--- src/rtl/uart_avm_pkg.sv ---
// Shared types and register map for the UART Avalon-MM arbiter.
package uart_avm_pkg;

    localparam logic [4:0] RX_BASE     = 5'h0;
    localparam logic [4:0] TX_BASE     = 5'h4;
    localparam logic [4:0] STATUS_BASE = 5'h8;
    localparam int         RRDY_BIT    = 7;
    localparam int         TRDY_BIT    = 6;

    typedef enum logic [1:0] {IDLE, POLL, XFER} state_e;
    typedef enum logic {G_TX = 1'b0, G_RX = 1'b1} grant_e;

    function automatic grant_e other_client(grant_e g);
        return (g == G_TX) ? G_RX : G_TX;
    endfunction

endpackage

--- src/rtl/uart_avm_arbiter_rr_pick2.sv ---
// Two-way round-robin pick: the pointer breaks ties, a lone requester always wins.
module rr_pick2
    import uart_avm_pkg::*;
(
    input  logic [1:0] req_i,
    input  grant_e     ptr_i,
    output grant_e     grant_o,
    output logic       any_o
);

    always_comb begin
        any_o   = |req_i;
        grant_o = ptr_i;
        if (req_i == 2'b01)
            grant_o = G_TX;
        else if (req_i == 2'b10)
            grant_o = G_RX;
    end

endmodule

--- src/rtl/uart_avm_arbiter.sv ---
// Shares one Avalon-MM master to the UART between a TX byte client and an RX byte client,
// polling the status register before each data access.
module uart_avm_arbiter
    import uart_avm_pkg::*;
(
    input  logic        avm_clk,
    input  logic        avm_rst,
    output logic [4:0]  avm_address,
    output logic        avm_read,
    input  logic [31:0] avm_readdata,
    output logic        avm_write,
    output logic [31:0] avm_writedata,
    input  logic        avm_waitrequest,
    input  logic        tx_req,
    input  logic [7:0]  tx_data,
    output logic        tx_ack,
    input  logic        rx_req,
    output logic [7:0]  rx_data,
    output logic        rx_valid
);

    state_e     state_q, state_d;
    grant_e     gnt_q, gnt_d;
    grant_e     ptr_q, ptr_d;
    logic [7:0] wbyte_q, wbyte_d;
    logic       tx_ack_q, tx_ack_d;
    logic       rx_valid_q, rx_valid_d;
    logic [7:0] rx_data_q, rx_data_d;

    grant_e     pick_gnt;
    logic       pick_any;
    logic       tx_elig, rx_elig;
    logic       ready_bit;
    logic       unused_rd;

    assign unused_rd = ^avm_readdata[31:8];

    // A client is skipped only in the cycle its completion pulse is visible.
    assign tx_elig = tx_req & ~tx_ack_q;
    assign rx_elig = rx_req & ~rx_valid_q;

    rr_pick2 u_pick (
        .req_i   ({rx_elig, tx_elig}),
        .ptr_i   (ptr_q),
        .grant_o (pick_gnt),
        .any_o   (pick_any)
    );

    assign ready_bit = (gnt_q == G_TX) ? avm_readdata[TRDY_BIT] : avm_readdata[RRDY_BIT];

    always_comb begin
        avm_address = '0;
        avm_read    = 1'b0;
        avm_write   = 1'b0;
        case (state_q)
            POLL: begin
                avm_address = STATUS_BASE;
                avm_read    = 1'b1;
            end
            XFER: begin
                if (gnt_q == G_TX) begin
                    avm_address = TX_BASE;
                    avm_write   = 1'b1;
                end else begin
                    avm_address = RX_BASE;
                    avm_read    = 1'b1;
                end
            end
            default: ;
        endcase
    end

    assign avm_writedata = {24'b0, wbyte_q};
    assign tx_ack        = tx_ack_q;
    assign rx_valid      = rx_valid_q;
    assign rx_data       = rx_data_q;

    always_comb begin
        state_d    = state_q;
        gnt_d      = gnt_q;
        ptr_d      = ptr_q;
        wbyte_d    = wbyte_q;
        tx_ack_d   = 1'b0;
        rx_valid_d = 1'b0;
        rx_data_d  = rx_data_q;
        case (state_q)
            IDLE: begin
                if (pick_any) begin
                    state_d = POLL;
                    gnt_d   = pick_gnt;
                end
            end
            POLL: begin
                if (!avm_waitrequest) begin
                    if (ready_bit) begin
                        state_d = XFER;
                        if (gnt_q == G_TX)
                            wbyte_d = tx_data;
                    end else begin
                        state_d = IDLE;
                        ptr_d   = other_client(gnt_q);
                    end
                end
            end
            XFER: begin
                if (!avm_waitrequest) begin
                    state_d = IDLE;
                    ptr_d   = other_client(gnt_q);
                    if (gnt_q == G_TX) begin
                        tx_ack_d = 1'b1;
                    end else begin
                        rx_valid_d = 1'b1;
                        rx_data_d  = avm_readdata[7:0];
                    end
                end
            end
            default: state_d = IDLE;
        endcase
    end

    always_ff @(posedge avm_clk) begin
        if (!avm_rst) begin
            state_q    <= IDLE;
            gnt_q      <= G_TX;
            ptr_q      <= G_TX;
            wbyte_q    <= '0;
            tx_ack_q   <= 1'b0;
            rx_valid_q <= 1'b0;
            rx_data_q  <= '0;
        end else begin
            state_q    <= state_d;
            gnt_q      <= gnt_d;
            ptr_q      <= ptr_d;
            wbyte_q    <= wbyte_d;
            tx_ack_q   <= tx_ack_d;
            rx_valid_q <= rx_valid_d;
            rx_data_q  <= rx_data_d;
        end
    end

endmodule

--- config.mk ---
export PLATFORM = sky130hd
export DESIGN_NAME = uart_avm_arbiter
export DESIGN_NICKNAME = d
export VERILOG_FILES = /design/src/rtl/uart_avm_pkg.sv /design/src/rtl/uart_avm_arbiter_rr_pick2.sv /design/src/rtl/uart_avm_arbiter.sv
export SDC_FILE = /design/constraint.sdc
export NUM_CORES = 1
export LEC_CHECK = 0
export ABC_AREA = 1
export CORE_MARGIN = 10
export CORE_UTILIZATION = 33
export CTS_CLUSTER_DIAMETER = 30
export CTS_CLUSTER_SIZE = 25
export DETAILED_ROUTE_END_ITERATION = 7
export GPL_ROUTABILITY_DRIVEN = 0
export PLACE_DENSITY = 0.78
export SYNTH_ARGS = -nofsm -noshare
export SYNTH_HDL_FRONTEND = slang
export SYNTH_SLANG_ARGS = --single-unit
--- constraint.sdc ---
create_clock -name avm_clk -period 1.45 [get_ports avm_clk]
set_input_delay 0.29 -clock avm_clk [delete_from_list [all_inputs] [get_ports avm_clk]]
set_output_delay 0.29 -clock avm_clk [all_outputs]
set_load 0.01 [all_outputs]
==> results of run 1 <==
==> logic make-up (layout without fill, tap and decap cells) <==
logic type,Yosys count,count (layout)
buffers and inverters,50,80
AND/OR/NAND/NOR,77,77
other,1,27
flip-flops,22,22
adder cells (fa/ha/maj),4,4
AO/OA/AOI/OAI,16,16
==> registers in the layout, indices dropped and copies added, names as in the netlist <==
name and flops:
tx_ack 1, rx_data 8, rx_valid 1, state_q 2
gnt_q 1, ptr_q 1, wbyte_q 8
==> layout make-up <==
cell class              count  area share, %
repair buffers             57          29.91
clock inverters             1          1.654
well taps                  48          3.308
clock buffers               3          2.274
flip-flops and latches     22          24.40
inverters                  19          4.066
multi-input cells         124          34.39
==> layer usage <==
metal / wire length (microns) / share of wire, % / vias up
met2: 1495 / 49 / 38
met5: 0 / 0 / -
met3: 369 / 12 / 2
li1: - / - / 569
met1: 1143 / 38 / 469
met4: 17 / 0.56 / 0
==> critical path: stages, from the launching register on <==
cell and delay, ps:
dfxtp_2 330, buf_4 130, ha_4 170, a21oi_2 120, nor2_1 50, buf_2 130
==> synth_stat cells, types with 2 or more instances <==
cell type  number  area, sq um
a21oi_1         6        30.03
ha_1            4        50.05
buf_6           2        22.52
inv_1          19        71.32
o21ai_0         9        45.04
nand2_1        28        105.1
nand3_1         4        20.02
nand2_2         3        18.77
dfxtp_1        22        440.4
nor2_1         37        138.9
buf_4          27        202.7
==> placed cells by master (no fill, tap or decap) <==
master           netlist  layout
buf_2                  1       4
o21ai_0                9       8
nand2_2                3       3
inv_2                  0       4
inv_1                 19      14
nor3_2                 0       1
nand3_4                1       1
dfxtp_2                0       2
nor2_2                 1       2
bufinv_16              0       1
dlymetal6s2s_1         0      13
nand3_1                4       4
o21ai_1                0       1
buf_6                  2       1
a21oi_1                6       4
inv_4                  0       1
o21ai_4                1       1
dfxtp_1               22      20
nor2_4                 1       1
a21oi_2                0       2
conb_1                 1      27
nor2_1                37      36
clkdlybuf4s50_1        0      20
clkbuf_8               0       3
dlygate4sd2_1          0       5
nand2_1               28      28
buf_4                 27      14
nor4_1                 1       1
ha_4                   0       3
ha_1                   4       1
==> worst paths after layout <==
path,endpoint,cells past startpoint
max,avm_read,5
max reg2reg,rx_data[0],8
min reg2reg,ptr_q,2
min,ptr_q,2
==> metrics by stage <==
stage / setup TNS, ps / power [uW] / utilization (%) / hold slack, ps
CTS: -135.2 / 1942 / 49.20 / 501.1
floorplan: 0 / 1078 / - / 368.7
detailed placement: -1549 / 1288 / 46.08 / 480.4
finish: -71.59 / 1937 / 50.35 / 499.0
global placement: -1316 / 1272 / 46.08 / 461.3
global route: -403.3 / 2068 / 50.35 / 545.4
==> repair_timing <==
action / in CTS / in global routing
setup buffers: 2 / 0
setup endpoints to repair: 10 / 23
pin swaps: 3 / 2
cloned: 0 / 0
gates resized for setup: 35 / 18
==> power by group through the flow <==
stage,clock [uW],sequential [uW],combinational [uW]
final,572,692,673
after global routing,622,700,746
after CTS,590,693,659
after detailed placement,0,702,586
after global placement,0,698,574
after floorplan,0,710,368
==> results_dict.tcl, run 1 <==
set metrics [dict create \
    status "finished, violations left" \
    violations "negative setup slack" \
    detailedPlacementHpwl_microns 2442 \
    synth-compound-area-share_pct 7.487 \
    synth_area_per_cell_sq_um 7.176 \
    coreArea_sq_um 3606 \
    finalHoldViolCount 0 \
    startpoint "state_q[1]" \
    finalWirelength_microns 3026 \
    clk_pin_slew_ps 90 \
    cp_max_fo 3 \
    grt_max_degree 17 \
    tritoncts "done" \
    drtAntennaViolNets 0 \
    r2r-start "state_q[1]" \
    drcViolationCount 0 \
    finalCritPeriodShare_pct 103.0 \
    die_height_microns 80.80 \
    setup_slack_ps -43.15 \
    finalClockSkew_ps 8.953 \
    syn-cell-area_sq_um 1220 \
    combPwrFrac_pct 34.7 \
    clock_sinks 22 \
    antenna_found_initial 0 \
    synthMuxAreaShare_pct 0 \
    yosys.area_share.simple_pct 26.97 \
    fmax_mhz 669.7 \
    netlist_instances 170 \
    synth_fa_ha_area_share_pct 4.103 \
    period_needed_ps 1493 \
    place_area_sq_um 1662 \
    io_buffers 42 \
    rows 22 \
    use_met2_pct 15.53 \
    clockPowerShare_pct 29.5 \
    synth-async-reset-ratio_pct 0 \
    clockBufferDepth 2 \
    synth-xor-area-share_pct 0 \
    finish.net_count 276 \
    busiest_layer "met2" \
    avgViaCountPerCell 3.934 \
    crit_arrival_ps 1200 \
    vias 1078 \
    setup_viol 2 \
    multi_input_area_sq_um 624.3 \
    path_class "flop to output pin" \
    synth_top_family_by_area "simple AND/OR/NAND/NOR gates" \
    stdcell_area_sq_um 1815 \
    fin_cells 274 \
    initial_core_util_pct 33.83 \
    worstSetupEndpointType "output pin" \
    cts-root-buf "clkbuf_8" \
    synthFlopType "dfxtp_1" \
    grt_pass1_vias 1109 \
    clk_latency_ps 260 \
    met1_usage_pct 9.027 \
    post-place-ws_ps -265.0 \
    leakagePower_uw 0.001111 \
    seq_area_frac_synth_pct 36.10 \
    io_pins 94 \
    numCtsBuffers 3 \
    n_fill_cell 377 \
    cts_hold_buf 0 \
    die_width_microns 80.80 \
    start_kind "flop" \
    required_ps 1160 \
    dp_cells 268 \
    synth_warnings 0 \
    p_sw_uw 578.2 \
    grt_util_met3_pct 4.415 \
    power.internal_uw 1359 \
    die_area_sq_um 6529 \
    ir_drop_mv 0.6652 \
    drive_gt1_share_pct 19.47 \
    synth_edf_count 0 \
    dr.first_iter.drc_count 44 \
    grtUsageTotal_pct 8.890 \
    grt_pass1_wl_microns 4740 \
    min_path_type "flop to flop" \
    htree_levels 1 \
    rsz0062_at_grt "yes" \
    ys_types 20 \
    overflow 0 \
    switching_share_pct 29.85 \
    worstHoldStart "ptr_q" \
    seqPwrFrac_pct 35.7 \
    powerDensity_nw_per_um2 1067 \
    first_pass_iters 4 \
    r2r_setup_slack_ps 90 \
    maxCapViolations 0 \
    diodes 0 \
    routedWlPerCell_microns 11.04 \
    finalMaxSlewViolations 0 \
    area_growth_pct 48.82 \
    regArea_sq_um 442.9 \
    ys_ff_latch 22 \
]
Note: power is estimated with default switching activity, not from simulation.
==> run 2: changes to the inputs <==
- CORE_UTILIZATION: 33 -> 49
- DONT_BUFFER_PORTS: default -> 1
- PLACE_DENSITY: 0.78 -> default
==> run 2 against run 1 <==
The flow still finishes with violations (negative setup slack); combinational power is 18% lower; hold slack lost 450 ps; critical path depth stayed put; flip-flop and latch count unchanged; cell count is 25% lower; die area is 25% lower; largest cell class unchanged; highest routed layer unchanged.
==> results_dict.tcl, run 2 (synthesized netlist as in run 1, its figures left out) <==
set metrics [dict create \
    required_ps 1160 \
    whs_ps 44.96 \
    first_pass_iters 4 \
    io_pins 94 \
    initial_core_util_pct 50.15 \
    tns_ps -190.7 \
    power_uw 1613 \
    setup_slack_ps -111.8 \
    cts-root-buf "clkbuf_4" \
    clockBufferDepth 2 \
    crit_top_cell "inv_4" \
    r2r_setup_slack_ps 40 \
    htree_levels 1 \
    drive_gt1_share_pct 19.89 \
    layout_commonest_cell "nor2_1" \
    place_area_sq_um 1144 \
    rsz0062_at_grt "yes" \
    finalClockSkew_ps 7.440 \
    routedWlPerCell_microns 13.31 \
    final_cell_mix "nor2_1, nand2_1, conb_1, dfxtp_1, inv_1" \
    finish.net_count 226 \
    min_path_type "primary input to flop" \
    finalCritPeriodShare_pct 107.7 \
    powerDensity_nw_per_um2 1217 \
    diodes 0 \
    period_needed_ps 1562 \
    drcViolationCount 0 \
    ir_drop_mv 0.7130 \
    grt_pass1_vias 930 \
    dr.first_iter.drc_count 37 \
    die_area_sq_um 4885 \
    clk_latency_ps 300 \
    status "finished, violations left" \
    clk_pin_slew_ps 120 \
    clock_sinks 22 \
    stdcell_area_sq_um 1325 \
    numCtsBuffers 3 \
    maxCapViolations 0 \
    overflow 0 \
    start_kind "flop" \
    cp_slowest_cell "dfxtp_4" \
    regToRegEndpoint "ptr_q" \
    min_delay_path_depth 1 \
    die_width_microns 69.90 \
    detailedPlacementHpwl_microns 2125 \
    die_height_microns 69.90 \
    tritoncts "done" \
    fin_util_pct 54.48 \
    finalMaxSlewViolations 0 \
    grt_pass1_wl_microns 4395 \
    vias 892 \
    worstHoldStart "avm_waitrequest" \
    worstSetupEndpointType "output pin" \
    grtUsageTotal_pct 10.73 \
    area_growth_pct 8.615 \
    rows 18 \
    violations "negative setup slack" \
    coreArea_sq_um 2432 \
    setup_viol 2 \
    io_buffers 0 \
    drtAntennaViolNets 0 \
    cp_max_fo 3 \
    finalHoldViolCount 0 \
    reg2regPathDepth 10 \
    leakagePower_uw 0.0006439 \
    path_class "flop to output pin" \
    avgViaCountPerCell 4.330 \
    path_cells "inv_4 > ha_4 > inv_4 > nor3_4 > buf_6" \
    r2r-start "state_q[1]" \
    hold_end "tx_ack" \
    slowest_delay_ps 400 \
    antenna_found_initial 0 \
    fmax_mhz 640.3 \
    grt_max_degree 20 \
    crit_arrival_ps 1270 \
    finalWirelength_microns 2741 \
]
==> run 2: report_power, final <==
part,internal [uW],switching [uW],total [uW]
Combinational,231,323,555
Clock,153,180,333
Sequential,665,60.3,725
Total,1050,564,1610
==> run 2: worst max-delay path by stage <==
| stage | slack (ps) | endpoint | start |
|---|---|---|---|
| floorplan | 170 | avm_address[2] | state_q[0] |
| global placement | 80 | rx_data[7] | state_q[0] |
| detailed placement | 50 | rx_data[7] | state_q[0] |
| CTS | -130 | avm_address[2] | state_q[1] |
| global route | -210 | avm_address[2] | state_q[1] |
| finish | -110 | avm_address[2] | state_q[1] |
==> run 2: repair_timing <==
action                                  4_1_cts  5_1_grt
endpoints found under the setup margin        3        7
hold buffers                                  0        0
endpoints found under the hold margin         0        0
setup buffers                                 4        0
resized for setup                            21       10
pin swaps                                     4        1
==> run 2: final cells by class <==
cell class	instances	area (sq um)
clock buffer	4	36.28
fill	250	1107
inverter	19	78.83
multi-input combinational	124	664.4
sequential	22	447.9
tap	30	37.54
timing repair buffer	7	60.06
==> run 2: routing by layer <==
metal  track usage (%)  vias to the layer above  wire length, microns
li1                  -                      473                     -
met1             10.91                      384                  1050
met2             18.43                       33                  1389
met3             5.791                        2                   288
met4             3.289                        0                    12
met5                 0                        -                     0
==> run 2: critical path, delay by kind of cell, from the launching register on <==
family | cells | cell delay, ps
adders and majority gates | 1 | 260
buffers and inverters | 3 | 200
DFF | 1 | 400
and+or+nand+nor | 1 | 110
==> run 2: stage by stage <==
step / std cells / setup slack (ps)
2_1_floorplan: 196 / 173.2
5_1_grt: 206 / -213.0
4_1_cts: 206 / -127.1
3_5_place_dp: 198 / 54.88
6_report: 206 / -111.8
3_3_place_gp: 198 / 81.16
==> run 3: changes to the inputs <==
- CORE_ASPECT_RATIO: default -> 1.75
==> run 3 against run 2 <==
The flow still finishes with violations (negative setup slack); register-to-register slack gained 50 ps; fmax up 5.0%; clock skew is essentially flat; critical path type unchanged; cell count shrank 2.9%; flip-flop and latch count stayed put; setup slack better by 74 ps; core utilization grew 0.70 points; cell area is 2.9% lower; sequential share of layout area grew 0.82 points; clock power rose by 67%.
==> results_dict.tcl, run 3 (synthesized netlist as in run 1, its figures left out) <==
set metrics [dict create \
    start_kind "flop" \
    drcViolationCount 0 \
    tns_ps -44.79 \
    final_cell_mix "nor2_1, nand2_1, conb_1, dfxtp_1, inv_1" \
    fin_util_pct 55.18 \
    first_pass_iters 4 \
    finalMaxSlewViolations 0 \
    coreArea_sq_um 2331 \
    dr.first_iter.drc_count 10 \
    antenna_found_initial 0 \
    routedWlPerCell_microns 13.84 \
    die_height_microns 86.01 \
    finalCritPeriodShare_pct 102.6 \
    ir_drop_mv 0.8811 \
    min_path_type "primary input to flop" \
    setup_viol 2 \
    clockPowerShare_pct 31.4 \
    clockBufferDepth 2 \
    path_class "flop to output pin" \
    fmax_mhz 672.2 \
    grt_pass1_vias 888 \
    grtUsageTotal_pct 10.59 \
    rows 23 \
    drive_gt1_share_pct 16.00 \
    p_sw_uw 532.1 \
    finalClockSkew_ps 7.363 \
    crit_arrival_ps 1200 \
    combPwrFrac_pct 28.0 \
    maxCapViolations 0 \
    io_buffers 0 \
    finalHoldViolCount 0 \
    grt_max_degree 20 \
    seqPwrFrac_pct 40.6 \
    clk_latency_ps 260 \
    numCtsBuffers 3 \
    power.internal_uw 1242 \
    rsz0062_at_grt "yes" \
    grt_pass1_wl_microns 4264 \
    setup_slack_ps -37.75 \
    htree_levels 1 \
    whs_ps 105.4 \
    switching_share_pct 30.00 \
    vias 882 \
    finish.net_count 225 \
    tritoncts "done" \
    drtAntennaViolNets 0 \
    initial_core_util_pct 52.33 \
    violations "negative setup slack" \
    power_uw 1774 \
    required_ps 1160 \
    die_area_sq_um 4964 \
    clock_sinks 22 \
    overflow 0 \
    leakagePower_uw 0.0006426 \
    die_width_microns 57.72 \
    area_growth_pct 5.436 \
    avgViaCountPerCell 4.410 \
    detailedPlacementHpwl_microns 2184 \
    finalWirelength_microns 2767 \
    diodes 0 \
    io_pins 94 \
    post-place-ws_ps 52.75 \
    cts-root-buf "clkbuf_8" \
    cp_max_fo 3 \
    worstSetupEndpointType "output pin" \
    clk_pin_slew_ps 80 \
    period_needed_ps 1488 \
    powerDensity_nw_per_um2 1379 \
    status "finished, violations left" \
    layout_commonest_cell "nor2_1" \
]
-- run 3: cell count changes in the layout (fill, tap and decap cells not counted), moves of 2 or more --
cell      before  now
clkbuf_4       3    0
buf_6          2    0
inv_1         13   15
clkbuf_8       1    3
nor2_4         3    1
-- run 3: final timing paths --
check | startpoint | end | slack (ps) | depth (start not counted)
hold reg to reg | ptr_q | ptr_q | 480 | 2
setup reg to reg | state_q[0] | ptr_q | 90 | 9
setup / recovery | state_q[0] | avm_address[2] | -40 | 5
hold / removal | avm_waitrequest | tx_ack | 110 | 1
-- run 3: timing repair --
action | CTS | global route
gates resized for setup | 9 | 7
buffers inserted | 3 | 1
pin swaps | 2 | 3
hold buffers | 0 | 0
endpoints found under the setup margin | 3 | 10
-- run 3: power groups by stage --
stage          clock, uW  combinational [uW]  sequential [uW]
2_1_floorplan          0                 368              710
3_3_place_gp           0                 335              728
3_5_place_dp           0                 345              729
4_1_cts              571                 435              717
5_1_grt              602                 549              730
6_report             557                 497              720
-- run 3: critical path, cell delays in order, from the launching register on --
cell and delay [ps]:
dfxtp_4 370, inv_4 50, ha_4 260, inv_4 40
nor3_2 90, buf_4 140
-- run 3: cell type report --
| cell class | count | area, sq um |
|---|---|---|
| Clock buffer | 3 | 41.29 |
| Clock inverter | 1 | 30.03 |
| Fill cell | 241 | 1045 |
| Inverter | 19 | 76.32 |
| Multi-Input combinational cell | 124 | 616.8 |
| Sequential cell | 22 | 445.4 |
| Tap cell | 25 | 31.28 |
| Timing Repair Buffer | 6 | 45.04 |
-- run 3: per-stage QoR --
stage,area (sq um),cells
floorplan,1318,196
global placement,1130,192
detailed placement,1130,192
CTS,1249,199
global route,1286,200
finish,1286,200
-- run 3: routing by layer --
metal  wire [microns]  up-vias  track usage, %  part of all wire, %
met5                0        -               0                    0
li1                 -      467               -                    -
met3              345        2           6.795                   12
met2             1561       29           19.61                   56
met4               17        0           4.077                 0.61
met1              843      384           8.376                   30
